**config.mk**
```make
export PLATFORM = sky130hd
export DESIGN_NAME = pipe_stage_chain
export DESIGN_NICKNAME = d
export VERILOG_FILES = /design/src/rtl/pipe_pkg.sv /design/src/rtl/pipe_operand_read.sv /design/src/rtl/pipe_stage_chain.sv
export SDC_FILE = /design/constraint.sdc
export NUM_CORES = 1
export LEC_CHECK = 0
export ABC_AREA = 1
export CORE_AREA = 10 10 216 218
export CTS_BUF_LIST = sky130_fd_sc_hd__clkbuf_4 sky130_fd_sc_hd__clkbuf_8
export CTS_CLUSTER_SIZE = 8
export DETAILED_ROUTE_END_ITERATION = 12
export DIE_AREA = 0 0 226 228
export PLACE_DENSITY = 0.7
export SLEW_MARGIN = 20
export SYNTH_ARGS = -nofsm -noshare
export SYNTH_HDL_FRONTEND = slang
export SYNTH_SLANG_ARGS = --single-unit
```
**constraint.sdc**
```tcl
create_clock -name clk -period 1.6 [get_ports clk]
set_input_delay 0.32 -clock clk [delete_from_list [all_inputs] [get_ports clk]]
set_output_delay 0.32 -clock clk [all_outputs]
set_load 0.02 [all_outputs]
```
**src/rtl/pipe_pkg.sv**
```systemverilog
// Shared types and constants for the pipe_stage_chain slice.
// CTRL_W and NUM_GPR are defined here because stage_t is built from them.
package pipe_pkg;

  localparam int CTRL_W  = 64;
  localparam int NUM_GPR = 8;
  localparam int RIDX_W  = $clog2(NUM_GPR);

  typedef logic [RIDX_W-1:0] ridx_t;

  typedef struct packed {
    logic              valid;
    logic [CTRL_W-1:0] ctrl;
    logic              wr_en;
    logic              wb_mem;
    ridx_t             dst;
  } stage_t;

  // Operand constants; sign-extended to the datapath width when read.
  localparam int CONST_TABLE [8] = '{0, 1, 2, 4, 8, 16, 32, -1};

endpackage

```
**src/rtl/pipe_operand_read.sv**
```systemverilog
// One operand read port: constant/GPR select plus hazard detection.
// Defining PIPE_BYPASS_EN adds forwarding from in-flight results.
module pipe_operand_read
  import pipe_pkg::*;
#(
  parameter int DEPTH     = 3,
  parameter int DATA_W    = 16,
  parameter int EX_STAGE  = 0,
  parameter int MEM_STAGE = 1
) (
  input  ridx_t                           sel,
  input  logic                            con,
  input  logic [NUM_GPR-1:0][DATA_W-1:0]  gpr,
  input  logic [DEPTH-1:0]                valid,
  input  logic [DEPTH-1:0]                wr_en,
  input  logic [DEPTH-1:0]                wb_mem,
  input  ridx_t [DEPTH-1:0]               dst,
  input  logic [DEPTH-1:0][DATA_W-1:0]    res,
  output logic [DATA_W-1:0]               data,
  output logic                            hazard
);

  // Results of stages at or before EX_STAGE are placeholders and never read.
  logic unused_ok;
  assign unused_ok = ^{res, wb_mem};

  always_comb begin
    // NOTE: every output gets a default before any branch so no latch is inferred.
    data   = gpr[sel];
    hazard = 1'b0;
    if (con) begin
      data = DATA_W'(CONST_TABLE[sel]);
    end else begin
`ifdef PIPE_BYPASS_EN
      // Walk oldest to youngest so the youngest match is the one that sticks.
      for (int k = DEPTH - 1; k >= 0; k--) begin
        if (valid[k] && wr_en[k] && (dst[k] == sel)) begin
          if (k <= EX_STAGE || (wb_mem[k] && k <= MEM_STAGE)) begin
            hazard = 1'b1;
            data   = gpr[sel];
          end else begin
            hazard = 1'b0;
            data   = res[k];
          end
        end
      end
`else
      for (int k = 0; k < DEPTH; k++) begin
        if (valid[k] && wr_en[k] && (dst[k] == sel)) hazard = 1'b1;
      end
`endif
    end
  end

endmodule

```
**src/rtl/pipe_stage_chain.sv**
```systemverilog
// Decoded-control shift chain with result alignment, GPR file, constants and masked PSW.
// Optional operand forwarding is enabled by defining PIPE_BYPASS_EN.
module pipe_stage_chain
  import pipe_pkg::*;
#(
  parameter int                DEPTH        = 3,
  parameter int                DATA_W       = 16,
  parameter int                STALL_W      = 8,
  parameter int                EX_STAGE     = 0,
  parameter int                MEM_STAGE    = 1,
  parameter int                FLUSH_STAGES = 1,
  parameter logic [DATA_W-1:0] PSW_RESET    = '0
) (
  input  logic                             clk,
  input  logic                             rst_n,
  input  logic [STALL_W-1:0]               stall_in,
  input  logic                             flush,
  input  logic                             in_valid,
  input  logic [CTRL_W-1:0]                in_ctrl,
  input  logic                             in_wr_en,
  input  logic                             in_wb_mem,
  input  logic [RIDX_W-1:0]                in_dst,
  input  logic [DATA_W-1:0]                exec_result,
  input  logic [DATA_W-1:0]                mem_result,
  input  logic [DATA_W-1:0]                psw_in,
  input  logic [DATA_W-1:0]                psw_mask,
  input  logic [RIDX_W-1:0]                rd_sel_a,
  input  logic [RIDX_W-1:0]                rd_sel_b,
  input  logic                             rd_con_a,
  input  logic                             rd_con_b,
  output logic [DEPTH-1:0]                 stage_valid_o,
  output logic [DEPTH-1:0][CTRL_W-1:0]     stage_ctrl_o,
  output logic [DEPTH-1:0][RIDX_W-1:0]     stage_dst_o,
  output logic [DATA_W-1:0]                rd_data_a,
  output logic [DATA_W-1:0]                rd_data_b,
  output logic                             hazard_o,
  output logic [DATA_W-1:0]                psw_o,
  output logic [DATA_W-1:0]                wb_result_o
);

  stage_t [DEPTH-1:0]             st;
  logic   [DEPTH-1:0][DATA_W-1:0] res;
  logic   [NUM_GPR-1:0][DATA_W-1:0] gpr;
  logic   [DATA_W-1:0]            psw;
  logic                           stall;

  logic   [DEPTH-1:0]             valid_vec;
  logic   [DEPTH-1:0]             wr_vec;
  logic   [DEPTH-1:0]             wbm_vec;
  ridx_t  [DEPTH-1:0]             dst_vec;
  logic                           hazard_a;
  logic                           hazard_b;

  assign stall = |stall_in;

  always_ff @(posedge clk) begin
    // NOTE: all sequential state uses non-blocking assignment so every stage samples pre-edge values.
    if (!rst_n) begin
      st  <= '0;
      res <= '0;
      // NOTE: the GPR file is a flop array, so clearing it in reset is cheap and makes reads defined.
      gpr <= '0;
      psw <= PSW_RESET;
    end else begin
      if (stall) begin
        st[0] <= '0;
      end else begin
        st[0] <= '{valid:  in_valid & ~flush,
                   ctrl:   in_ctrl,
                   wr_en:  in_wr_en,
                   wb_mem: in_wb_mem,
                   dst:    in_dst};
      end

      for (int k = 1; k < DEPTH; k++) begin
        st[k] <= st[k-1];
        if (flush && k < FLUSH_STAGES) st[k].valid <= 1'b0;
      end

      // Results ride alongside their instruction; loads replace the ALU value at MEM.
      res[0] <= '0;
      for (int k = 1; k < DEPTH; k++) begin
        if (k == EX_STAGE + 1)
          res[k] <= exec_result;
        else if (k == MEM_STAGE + 1)
          res[k] <= st[MEM_STAGE].wb_mem ? mem_result : res[MEM_STAGE];
        else
          res[k] <= res[k-1];
      end

      if (st[DEPTH-1].valid && st[DEPTH-1].wr_en)
        gpr[st[DEPTH-1].dst] <= res[DEPTH-1];

      psw <= (psw & ~psw_mask) | (psw_in & psw_mask);
    end
  end

  always_comb begin
    for (int k = 0; k < DEPTH; k++) begin
      stage_valid_o[k] = st[k].valid;
      stage_ctrl_o[k]  = st[k].ctrl;
      stage_dst_o[k]   = st[k].dst;
      valid_vec[k]     = st[k].valid;
      wr_vec[k]        = st[k].wr_en;
      wbm_vec[k]       = st[k].wb_mem;
      dst_vec[k]       = st[k].dst;
    end
  end

  pipe_operand_read #(
    .DEPTH    (DEPTH),
    .DATA_W   (DATA_W),
    .EX_STAGE (EX_STAGE),
    .MEM_STAGE(MEM_STAGE)
  ) u_read_a (
    .sel   (rd_sel_a),
    .con   (rd_con_a),
    .gpr   (gpr),
    .valid (valid_vec),
    .wr_en (wr_vec),
    .wb_mem(wbm_vec),
    .dst   (dst_vec),
    .res   (res),
    .data  (rd_data_a),
    .hazard(hazard_a)
  );

  pipe_operand_read #(
    .DEPTH    (DEPTH),
    .DATA_W   (DATA_W),
    .EX_STAGE (EX_STAGE),
    .MEM_STAGE(MEM_STAGE)
  ) u_read_b (
    .sel   (rd_sel_b),
    .con   (rd_con_b),
    .gpr   (gpr),
    .valid (valid_vec),
    .wr_en (wr_vec),
    .wb_mem(wbm_vec),
    .dst   (dst_vec),
    .res   (res),
    .data  (rd_data_b),
    .hazard(hazard_b)
  );

  assign hazard_o    = hazard_a | hazard_b;
  assign psw_o       = psw;
  assign wb_result_o = res[DEPTH-1];

endmodule

```
### Word level (Yosys, flattened, before mapping)

Memory sizes are Yosys's and may differ from the RTL's.
Index checks and enable logic that the tools add are counted.

| operators by class | value |
|---|---|
| bitwise gates (word level) | 10 |
| divide/modulo/power cells | 0 |
| shifts and indexed selects | 0 |
| add/subtract/negate cells | 0 |
| eq/ne operators | 6 |
| magnitude comparators | 6 |
| multiplexer cells | 22 |
| multipliers | 0 |
| reduce and logical (&&, ||, !) cells | 11 |

Operators by type and width:

| operator | count |
|---|---|
| $mux 16 | 10 |
| $bwmux 128 | 1 |
| $bmux 16 s3 | 2 |
| $demux 16 s3 | 1 |
| $and 16x16->16 | 2 |
| $eq 3x3->1 | 6 |
| $not 16->16 | 1 |
| $or 16x16->16 | 1 |
| $lt 3x4->1 const B | 3 |
| $logic_and 1x1->1 | 10 |
| $reduce_or 9->1 | 1 |
| $ge 4x4->1 const B | 2 |
| $mux 1 | 8 |
| $not 3->4 | 2 |
| $ge 3x1->1 const B | 1 |
| $not 1->1 | 2 |
| $and 1x1->1 | 1 |
| $or 1x1->1 | 1 |

| storage, ports and cells | value |
|---|---|
| input bits | 153 |
| ROM bits | 512 |
| word-level logic and storage cells | 82 |
| bits in latches | 0 |
| register bits after elaboration | 385 |
| memories kept | 2 |
| bits in writable memories | 0 |
| output and inout port bits | 269 |

Memories:

| name | depth | bits a word | read ports | clocked after Yosys merged registers in | write ports | RTL line | source |
|---|---|---|---|---|---|---|---|
| (no name shown) | 8 | 32 | 1 | 0 | 0 | pipe_operand_read.sv:32 | `data = DATA_W'(CONST_TABLE[sel]);` |
| (no name shown) | 8 | 32 | 1 | 0 | 0 | pipe_operand_read.sv:32 |  |

### Depth between registers and ports, before layout

Gate-level depths: netlist of run 1.

| logic depth | value |
|---|---|
| depth in word-level cells | 7 |
| depth in mapped cells | 10 |
| depth with buffers taken out | 8 |

### Hierarchy

A second synthesis of run 1 with hierarchy kept.

| unflattened totals | value |
|---|---|
| cells, all modules | 2583 |
| area, all modules | 18037.3 µm² |

Modules (own cells, without submodules):

| module | area an instance (µm²) | instances | cells each | seq. area each (µm²) |
|---|---|---|---|---|
| pipe_stage_chain | 14629.0 | 1 | 1808 | 7727.4 |
| pipe_operand_read at u_read_a | 1706.6 | 1 | 386 | 0.0 |
| pipe_operand_read at u_read_b | 1701.6 | 1 | 389 | 0.0 |

### Worst setup path before layout of run 1

Ideal clock, no wire load.

| path | value |
|---|---|
| kind | input-to-output |
| start | input port rd_sel_b[1] |
| end | output port rd_data_b[4] |
| slack | -0.053 ns |
| required time | 1.280 ns |
| data arrival time | 1.333 ns |
| path buffers | 2 |
| stages on the path | 4 |
| cells stage by stage | buf_2 > clkbuf_1 > a21oi_1 > o21ai_0 |

| between the ends | value |
|---|---|
| word-level cells in the longest chain between the ends | 5 |

RTL lines:

| what | RTL line | source |
|---|---|---|
| start: declaration | pipe_stage_chain.sv:28 | `input logic [RIDX_W-1:0] rd_sel_b,` |
| $not 3->4 (not written as such) | pipe_operand_read.sv:32 |  |
| $mem_v2 8x32 | -- |  |
| $mux 16 (not written as such) (2 in a row) | pipe_operand_read.sv:32 |  |
| $mux 16 * | pipe_operand_read.sv:31 | `if (con) begin` |
| end: declaration | pipe_stage_chain.sv:35 | `output logic [DATA_W-1:0] rd_data_b,` |

Mark *: on every way between the ends. The rest lies on a longest branch, timed or not. The select of a mux whose other input is x is not followed.

### Worst setup path in the final report of run 1

| path | value |
|---|---|
| start | register st, in the netlist stage_dst_o[4] |
| end | output port hazard_o |

| between the ends | value |
|---|---|
| word-level cells in the longest chain between the ends | 6 |

RTL lines:

| what | RTL line | source |
|---|---|---|
| start: declaration | pipe_stage_chain.sv:41 | `stage_t [DEPTH-1:0] st;` |
| start signal: indexed assignment | pipe_stage_chain.sv:76 | `st[k] <= st[k-1];` |
| $eq 3x3->1 | pipe_operand_read.sv:49 | `if (valid[k] && wr_en[k] && (dst[k] == sel)) hazard = 1'b1;` |
| $logic_and 1x1->1 | pipe_operand_read.sv:49 |  |
| $mux 1 (2 in a row) | pipe_operand_read.sv:49 |  |
| $mux 1 | pipe_operand_read.sv:31 |  |
| $or 1x1->1 * | pipe_stage_chain.sv:146 | `assign hazard_o = hazard_a \| hazard_b;` |
| end: declaration | pipe_stage_chain.sv:36 | `output logic hazard_o,` |

Mark *: on every way between the ends. The rest lies on a longest branch, timed or not.

==> results of run 1 <==
==> worst reg2reg max path: cells and delay by family (launching register included) <==
| family | cells | cell delay, ns |
|---|---|---|
| simple gates | 2 | 0.16 |
| buf+inv | 5 | 0.60 |
| flops | 1 | 0.37 |
| compound gates | 2 | 0.30 |
==> final timing paths <==
| kind | start | end |
|---|---|---|
| max reg2reg | stage_dst_o[8] | gpr[100] |
| max | stage_dst_o[4] | hazard_o |
| min | rst_n | res[24] |
| min reg2reg | stage_ctrl_o[103] | stage_ctrl_o[167] |
==> cell families (layout without fill, tap and decap cells) <==
group                    after synthesis  in the layout
other                                  0              1
flip-flops                           385            385
buffers and inverters                641           1026
AND/OR/NAND/NOR                      962            963
adder cells (fa/ha/maj)                6              6
AO/OA/AOI/OAI                        303            303
==> area by class of cell <==
class                      instances  area (um2)  area share (%)
sequential                       385        7870            34.8
multi-input combinational       1272        5960            26.3
timing repair buffer             610        5570            24.6
clock buffer                     101        1270            5.61
inverter                         305        1170            5.19
tap                              546         683            3.02
clock inverter                     9         103           0.453
timing repair inverter             1        7.51          0.0332
antenna                            1        2.50          0.0111
==> cells in the mapped netlist (all sizes together) <==
| cell | count |
|---|---|
| inv | 298 |
| nand3 | 132 |
| nand4 | 5 |
| ha | 6 |
| o211ai | 16 |
| a31oi | 2 |
| nor2 | 360 |
| buf | 299 |
| nor3 | 1 |
| dfxtp | 385 |
| clkinv | 7 |
| nor3b | 1 |
| o21ai | 208 |
| nand2 | 463 |
| a21oi | 77 |
| clkbuf | 37 |
==> layout by cell type, fill, tap and decap left out, types with 4 or more instances in the layout <==
cell type,netlist,routed
sky130_fd_sc_hd__o211ai_1,16,16
sky130_fd_sc_hd__nand4_1,4,4
sky130_fd_sc_hd__dfxtp_1,385,277
sky130_fd_sc_hd__buf_6,13,48
sky130_fd_sc_hd__nand3_2,0,31
sky130_fd_sc_hd__o21ai_1,67,97
sky130_fd_sc_hd__inv_2,12,35
sky130_fd_sc_hd__nor2_4,3,4
sky130_fd_sc_hd__buf_4,223,148
sky130_fd_sc_hd__dlygate4sd2_1,0,4
sky130_fd_sc_hd__ha_1,6,6
sky130_fd_sc_hd__buf_12,1,40
sky130_fd_sc_hd__inv_4,0,4
sky130_fd_sc_hd__dfxtp_2,0,97
sky130_fd_sc_hd__clkbuf_8,0,83
sky130_fd_sc_hd__clkinv_2,2,4
sky130_fd_sc_hd__nand2_1,455,397
sky130_fd_sc_hd__nor2_1,356,347
sky130_fd_sc_hd__o21ai_0,141,108
sky130_fd_sc_hd__clkdlybuf4s50_1,0,143
sky130_fd_sc_hd__nor2_2,0,8
sky130_fd_sc_hd__clkdlybuf4s15_1,0,6
sky130_fd_sc_hd__dfxtp_4,0,11
sky130_fd_sc_hd__clkinv_1,5,4
sky130_fd_sc_hd__nand2_4,7,7
sky130_fd_sc_hd__inv_1,285,258
sky130_fd_sc_hd__clkbuf_4,0,19
sky130_fd_sc_hd__nand3_1,132,101
sky130_fd_sc_hd__a21oi_2,0,15
sky130_fd_sc_hd__nand2_2,1,59
sky130_fd_sc_hd__clkdlybuf4s15_2,0,74
sky130_fd_sc_hd__a21oi_1,77,62
sky130_fd_sc_hd__buf_2,62,143
==> metal layers <==
metal | vias to the layer above | track usage [%] | wire (um)
met5 | - | 0 | 34
met4 | 6 | 9.20 | 1980
met3 | 144 | 8.87 | 6480
met2 | 727 | 40.0 | 30700
li1 | 7500 | - | -
met1 | 7107 | 23.0 | 20900
==> sequential cells by signal, indices dropped and copies added, names as in the netlist, named ones only <==
signal,cells
stage_ctrl_o,192
gpr,128
res,16
wb_result_o,16
stage_dst_o,9
st,5
stage_valid_o,3
==> per-stage QoR <==
stage | cells | utilization (%) | hold WS (ns) | total power, uW
6_report | 3230 | 53.3 | 0.153 | 20900
5_1_grt | 3229 | 53.3 | 0.144 | 21700
4_1_cts | 3217 | 52.5 | 0.111 | 21100
3_5_place_dp | 3096 | 49.5 | 0.401 | 11800
3_3_place_gp | 3096 | 49.5 | 0.404 | 11800
2_1_floorplan | 2297 | - | 0.390 | 10800
==> power breakdown <==
group / leakage [uW] / switching [uW] / internal [uW]
clock: 0.000723 / 4010 / 5240
combinational: 0.00757 / 1060 / 929
sequential: 0.00317 / 31.0 / 9640
total: 0.0115 / 5100 / 15800
==> repair_timing <==
item,in CTS,in global routing
pin swaps,74,80
resized for setup,1281,125
cloned,1,1
endpoints found under the setup margin,268,73
buffers inserted,10,11
==> results by stage, run 1 <==
Timing:
- The shortest period the worst path allows is 2.05 ns.
- After routing, the total negative slack on setup checks comes to -9.15 ns.
- The total count of max-transition violations in the final report was 0.
- The hold violation count in the final report is 0.
- The worst pin sits at a relative slew slack of 69.7%.
- On the final layout, the worst clock skew is 0.0282 ns.
- In the post-route analysis, the smallest setup slack over all paths is -0.447 ns.
- Setup repair after global routing could not meet its margin everywhere.
- The final critical-path share of the clock period is 128%.
- For this run, the top clock speed supported by timing is 0.488 GHz.
- The slew of the pin with the lowest slew margin is 0.455 ns.
- The number of endpoints failing setup at the final stage is 35.

Floorplan:
- In this run the horizontal extent of the chip is 226 um.
- The row count is 76.
- The area of the die is 0.0515 mm2.
- The core area is 0.0425 mm2.
- The effective utilization at floorplan is 39.2%.
- Measured along the y axis, the die boundary spans 228 um.
- The number of ports placed on the die boundary is 422.

Placement:
- The placer congestion estimate is 0.944.
- The cell area reported after detailed placement is 0.0210 mm2.
- Timing analysis after detailed placement gives a worst setup slack of -0.939 ns.
- The count of buffers added on input and output ports is 421.
- After legalization and detailed placement, the total HPWL measured 43.6 mm.

Synth:
- The adder and majority gate portion of the synthesized area is 0.450%.
- Synthesis inferred 385 register bits.
- The number of library cell types mapped by synthesis is 28.
- The library cell occupying the most area in the post-synthesis netlist is sky130_fd_sc_hd__dfxtp_1.
- The synthesized area is 0.0167 mm2.
- Synthesis produced a netlist with a net count of 2,456.
- The largest family of logic cells by synthesized area is simple AND/OR/NAND/NOR gates.
- The area share of the largest cell type after synthesis is 46.2%.
- The fraction of synthesized area in multiplexers is 0%.
- The share of the synthesized area in compound gates (AO/OA/AOI/OAI) is 9.35%.
- The post-synthesis area per instance is 7.26 um2.
- By area the synthesized netlist is led by sky130_fd_sc_hd__dfxtp_1 (46%), sky130_fd_sc_hd__nand2_1 (10%), sky130_fd_sc_hd__buf_4 (10%), sky130_fd_sc_hd__nor2_1 (8.0%), sky130_fd_sc_hd__inv_1 (6.4%).
- In the synthesized netlist, the number of instances is 2,297.
- The synthesized netlist devotes 23.4% of its cell area to simple gates.
- The synthesis warning total is 0.
- Summing the sequential cell areas from Yosys gives 46.2% of the chip area.
- The xor/xnor cell area share of the yosys netlist is 0%.

Layout:
- The fraction of layout cells with a size suffix above 1 is 31.7%.
- The number of filler instances in the final layout is 3,953.
- Relative to the synthesized area, the layout overhead comes to 35.7%.
- Once layout is done, the placed cells without fillers occupy 0.0226 mm2.
- At the end of the flow, the number of nets in the layout was 2,802.

Critical path:
- The required time at the worst-slack endpoint is 1.28 ns.
- The logic depth of the worst setup path including buffers is 9.
- The highest-delay cell along the critical path is sky130_fd_sc_hd__dfxtp_4.
- The arrival time reported for the critical path endpoint is 1.73 ns.
- Among cell families on the critical path, the largest total delay comes from simple AND/OR/NAND/NOR gates.
- The largest driver fanout on the critical path is 3.
- STA classifies the critical path endpoint as an output pin.
- The maximum cell stage delay along the critical path is 0.36 ns.
- The most numerous cell type found on the critical path is sky130_fd_sc_hd__nand2_1.
- The number of cells on the worst reg-to-reg path is 9.
- The critical path is of the flop to output pin type.
- The worst setup path is launched from a flop.
- Together, buffers and inverters on the worst path number 2.
- For flop-to-flop paths, the worst setup slack is 0.05 ns.
- Walking the worst path, the cells encountered are buf_6 -> nand2_2 -> nand2_1 -> nor2_2 -> nand2_1 -> nand3_2 -> nand2_1 -> nand2_2 -> buf_6.

Route:
- After detailed routing, the average wire length per cell comes to 18.6 um.
- Once detail routing completed, the nets flagged for antenna violations numbered 0.
- For this run, the detailed router's first-pass iteration total came to 5.
- The ratio of routed vias to standard cells is 4.79.
- The final layout contains routed wiring with a total length of 60.0 mm.
- The number of violations reported at the end of detailed-routing iteration 0 is 1,392.
- Summing over every cut layer, the via total after detailed routing is 15,484.
- The number of design rule violations left after detail routing is 0.

Clock network:
- Clock-pin slew was measured on the worst setup and hold paths at 0.06 ns.
- TritonCTS built the clock tree.
- At the later pin of the worst-skew pair, clock insertion delay measures 0.62 ns.
- The count of clock tree sinks is 385.
- The maximum buffer depth of the clock tree is 3.
- Buffers inserted to repair hold after CTS numbered 0.
- The buffer cell driving the clock tree root is sky130_fd_sc_hd__clkbuf_8.
- The level count of the clock H-tree is 3.
- The total clock buffers created by CTS is 68.

Pwr:
- Summed over all cells, the static leakage comes to 0.0115 uW.
- The worst vdd rail ir drop is 0.761 mV.
- The cell area power density is 924 mW/mm2.

GRT:
- Across every metal layer, demand over resource in global routing totals 22.5%.
- For this run the aggregate overflow at the end of global routing stands at 0.
- The number of global-route vias before repair is 15,582.
- The number of antenna violations at the first check in global routing is 3.
- The maximum number of pins on one net before global-route repair is 119.
- The first global-routing pass estimated 89.7 mm of wire.

Hold path:
- The number of instances on the worst hold path is 4.
- The class of the tightest hold or removal check is primary input to flop.

Status:
- The checks that failed: setup timing.
- The run finished, with violations left.

Flow run:
- Max-cap violations in this run came to 0.
No activity file was read; power rests on OpenSTA's default activity.
==> inputs of run 2 (changes only) <==
Settings changed: CORE_AREA 10 10 216 218 to 8 8 214 216, DIE_AREA 0 0 226 228 to 0 0 222 224.
==> run 2 against run 1 <==
Net effect: the flow still finishes with violations (setup timing); largest cell class unchanged; power is 2.0% higher; worst setup slack better by 0.041 ns; non-clock buffer count is 3 lower.
==> results by stage, run 2 (synthesized netlist as in run 1, its figures left out) <==
Critical path:
- The category of the worst setup path capture point is an output pin.
- The flop-to-flop setup slack is 0.13 ns (+0.08 ns).
- The required time at the worst-slack endpoint is 1.28 ns (about the same).
- The critical path is of the flop to output pin type.
- The depth of the worst register-to-register path came to 8 (-1).
- The arrival time reported for the critical path endpoint was 1.69 ns (-0.04 ns).
- The largest driver fanout on the critical path is 3 (unchanged).
- STA classifies the critical path startpoint as a flop.

Floorplan:
- The row count is 76 (unchanged).
- The die boundary height is 224 um (-1.8%).
- The core area is 0.0425 mm2 (unchanged).
- The floorplan die width is 222 um (-1.8%).
- The area of the die is 0.0497 mm2 (-3.5%).
- The effective utilization at floorplan came to 39.2% (unchanged).
- The number of ports placed on the die boundary is 422 (unchanged).

Pwr:
- The cell area power density is 927 mW/mm2 (+0.41%).
- The net switching power is 5190 uW (+1.7%).
- The clock power share is 45.3% (+1.1 points).
- The sequential cell fraction of total power is 45.4% (-0.9 points).
- The reported leakage power was 0.0113 uW (-1.2%).
- The worst vdd rail ir drop is 0.772 mV (+1.5%).
- The internal power summed over all cells came to 16,100 uW (+2.1%).
- The combinational share of power is 9.4% (about the same).
- The switching portion of total power is 24.3% (-0.081 points).

Route:
- The detailed-route wire length per cell is 17.9 um (-3.4%).
- The number of design rule violations left after detail routing is 0 (unchanged).
- The ratio of routed vias to standard cells came to 4.73 (-1.3%).
- The total iterations of the first detailed-routing run was 5 (unchanged).
- The number of violations reported at the end of detailed-routing iteration 0 came to 1,026 (-26%).
- The post-route antenna net violation count is 0 (unchanged).
- The detailed-route wire length was 58.0 mm (-3.3%).
- The total vias in the final route is 15,309 (-1.1%).

Layout:
- The area growth from synthesis to layout is 37.9%.
- The leading cell type in the layout, fill and taps excluded is sky130_fd_sc_hd__nand2_1.
- The final net count is 2,799 (-0.11%).
- The final standard cell utilization of the core is 54.1% (+0.86 points).
- The fraction of layout cells with a size suffix above 1 is 31.9% (+0.20 points).
- The flip-flop count of the largest register after layout came to 192 (unchanged).
- The top cell types in the final layout, fill and taps aside, are sky130_fd_sc_hd__nand2_1 (395), sky130_fd_sc_hd__nor2_1 (349), sky130_fd_sc_hd__dfxtp_1 (277).

GRT:
- The number of antenna violations at the first check in global routing came to 4 (+1).
- The overflow left after global routing is 0 (unchanged).
- The maximum number of pins on one net before global-route repair came to 133 (+12%).
- The first-pass GRT wire length was 88.1 mm (-1.8%).
- The overall routing resource usage is 22.6% (+0.073 points).
- The number of global-route vias before repair is 15,248 (-2.1%).

Timing:
- Setup repair after global routing could not meet its margin everywhere.
- The slew of the pin with the lowest slew margin was 0.621 ns (+0.166 ns).
- The final setup skew came to 0.0358 ns (+0.00768 ns).
- The maximum clock frequency is 0.498 GHz (+2.0%).
- The number of endpoints failing setup at the final stage is 34 (-2.9%).
- The total count of max-transition violations in the final report is 0 (unchanged).
- The final critical-path share of the clock period is 125% (-2.5 points).
- The hold violation count in the final report was 0 (unchanged).
- The accumulated negative setup slack is -8.79 ns (+0.360 ns).
- The minimum setup slack in the final design is -0.406 ns (+0.0407 ns).
- The shortest period the worst path allows is 2.01 ns (-0.0407 ns).
- The worst-case headroom to the max-slew limit is 58.6% (-11 points).

Clock network:
- The register clock-pin slew on the reported worst setup and hold paths is 0.06 ns (about the same).
- The total clock buffers created by CTS was 69 (+1.5%).
- The maximum buffer depth of the clock tree is 3 (unchanged).
- The buffer cell driving the clock tree root is sky130_fd_sc_hd__clkbuf_8.
- The hold-fix buffer count after cts is 0 (unchanged).
- TritonCTS built the clock tree.
- The level count of the clock H-tree was 3 (unchanged).
- The count of clock tree sinks is 385 (unchanged).
- The insertion delay of the later-clocked pin in the worst-skew pair is 0.62 ns (about the same).

Status:
- The final reports fail on setup timing.
- The run finished, with violations left.

Placement:
- The quantity of I/O buffers inserted on ports is 421 (unchanged).
- The sum of net half-perimeters after detailed placement was 42.7 mm (-2.0%).
- The placer congestion estimate was 0.954 (+1.1%).

Flow run:
- The count of maximum capacitance violations came to 0 (unchanged).

Hold path:
- The number of instances on the worst hold path is 4 (unchanged).
- In this run the worst hold path is classified as primary input to flop.
==> run 2: cell count changes in the layout (fill, tap and decap cells not counted), sizes merged <==
cell	change
buf	-75
bufinv	+2
clkbuf	+4
clkdlybuf4s15	+69
clkdlybuf4s18	-1
clkinv	+1
clkinvlp	+3
diode	+2
nand2	-1
==> run 2: layout make-up <==
cell class | count | area, um2
multi-input combinational | 1271 | 5970
clock buffer | 101 | 1260
timing repair buffer | 607 | 5870
inverter | 305 | 1160
tap | 546 | 683
clock inverter | 15 | 184
timing repair inverter | 1 | 7.51
antenna | 3 | 7.51
sequential | 385 | 7860
fill | 3902 | 19500
==> run 2: final timing paths <==
kind	start	to
worst max register to register	stage_valid_o[2]	gpr[68]
worst min-delay path	rst_n	stage_ctrl_o[120]
worst min register to register	st[3]	st[73]
worst max-delay path	stage_dst_o[1]	hazard_o
==> run 2: what timing repair did <==
item / 4_1_cts / 5_1_grt
pin swaps: 83 / 91
setup endpoints to repair: 266 / 57
cloned: 1 / 0
resized for setup: 1159 / 152
setup buffers: 11 / 9
==> run 2: per-stage QoR <==
stage,cell area [um2],worst slack (ns),std cells,hold slack [ns],total power (uW)
2_1_floorplan,16700,0.0186,2297,0.390,10800
3_3_place_gp,21000,-1.14,3096,0.398,11800
3_5_place_dp,21000,-1.13,3096,0.401,11800
4_1_cts,22700,-0.472,3224,0.139,21500
5_1_grt,23000,-0.504,3231,0.166,22200
6_report,23000,-0.406,3234,0.183,21300
==> run 2: power by group through the flow <==
stage | logic [uW] | registers, uW | clock network (uW)
floorplan | 843 | 9940 | 0
global placement | 1850 | 9900 | 0
detailed placement | 1880 | 9900 | 0
CTS | 1930 | 9690 | 9880
global route | 2150 | 9680 | 10400
finish | 2000 | 9680 | 9660
==> run 2: metal layers <==
| layer | track usage (%) | wire, um |
|---|---|---|
| met5 | 0 | 9 |
| met4 | 9.07 | 1920 |
| met3 | 8.30 | 6170 |
| met2 | 40.2 | 29100 |
| met1 | 24.1 | 20900 |
==> run 2: worst max-delay path, stage by stage (launching register included) <==
cell and delay, ns:
sky130_fd_sc_hd__dfxtp_4 0.36, sky130_fd_sc_hd__buf_6 0.12, sky130_fd_sc_hd__nand2_2 0.04, sky130_fd_sc_hd__nand2_1 0.04, sky130_fd_sc_hd__nor2_1 0.08, sky130_fd_sc_hd__nand2_1 0.05
sky130_fd_sc_hd__nand3_1 0.06, sky130_fd_sc_hd__nand2_1 0.06, sky130_fd_sc_hd__nand2_2 0.13, sky130_fd_sc_hd__buf_6 0.14
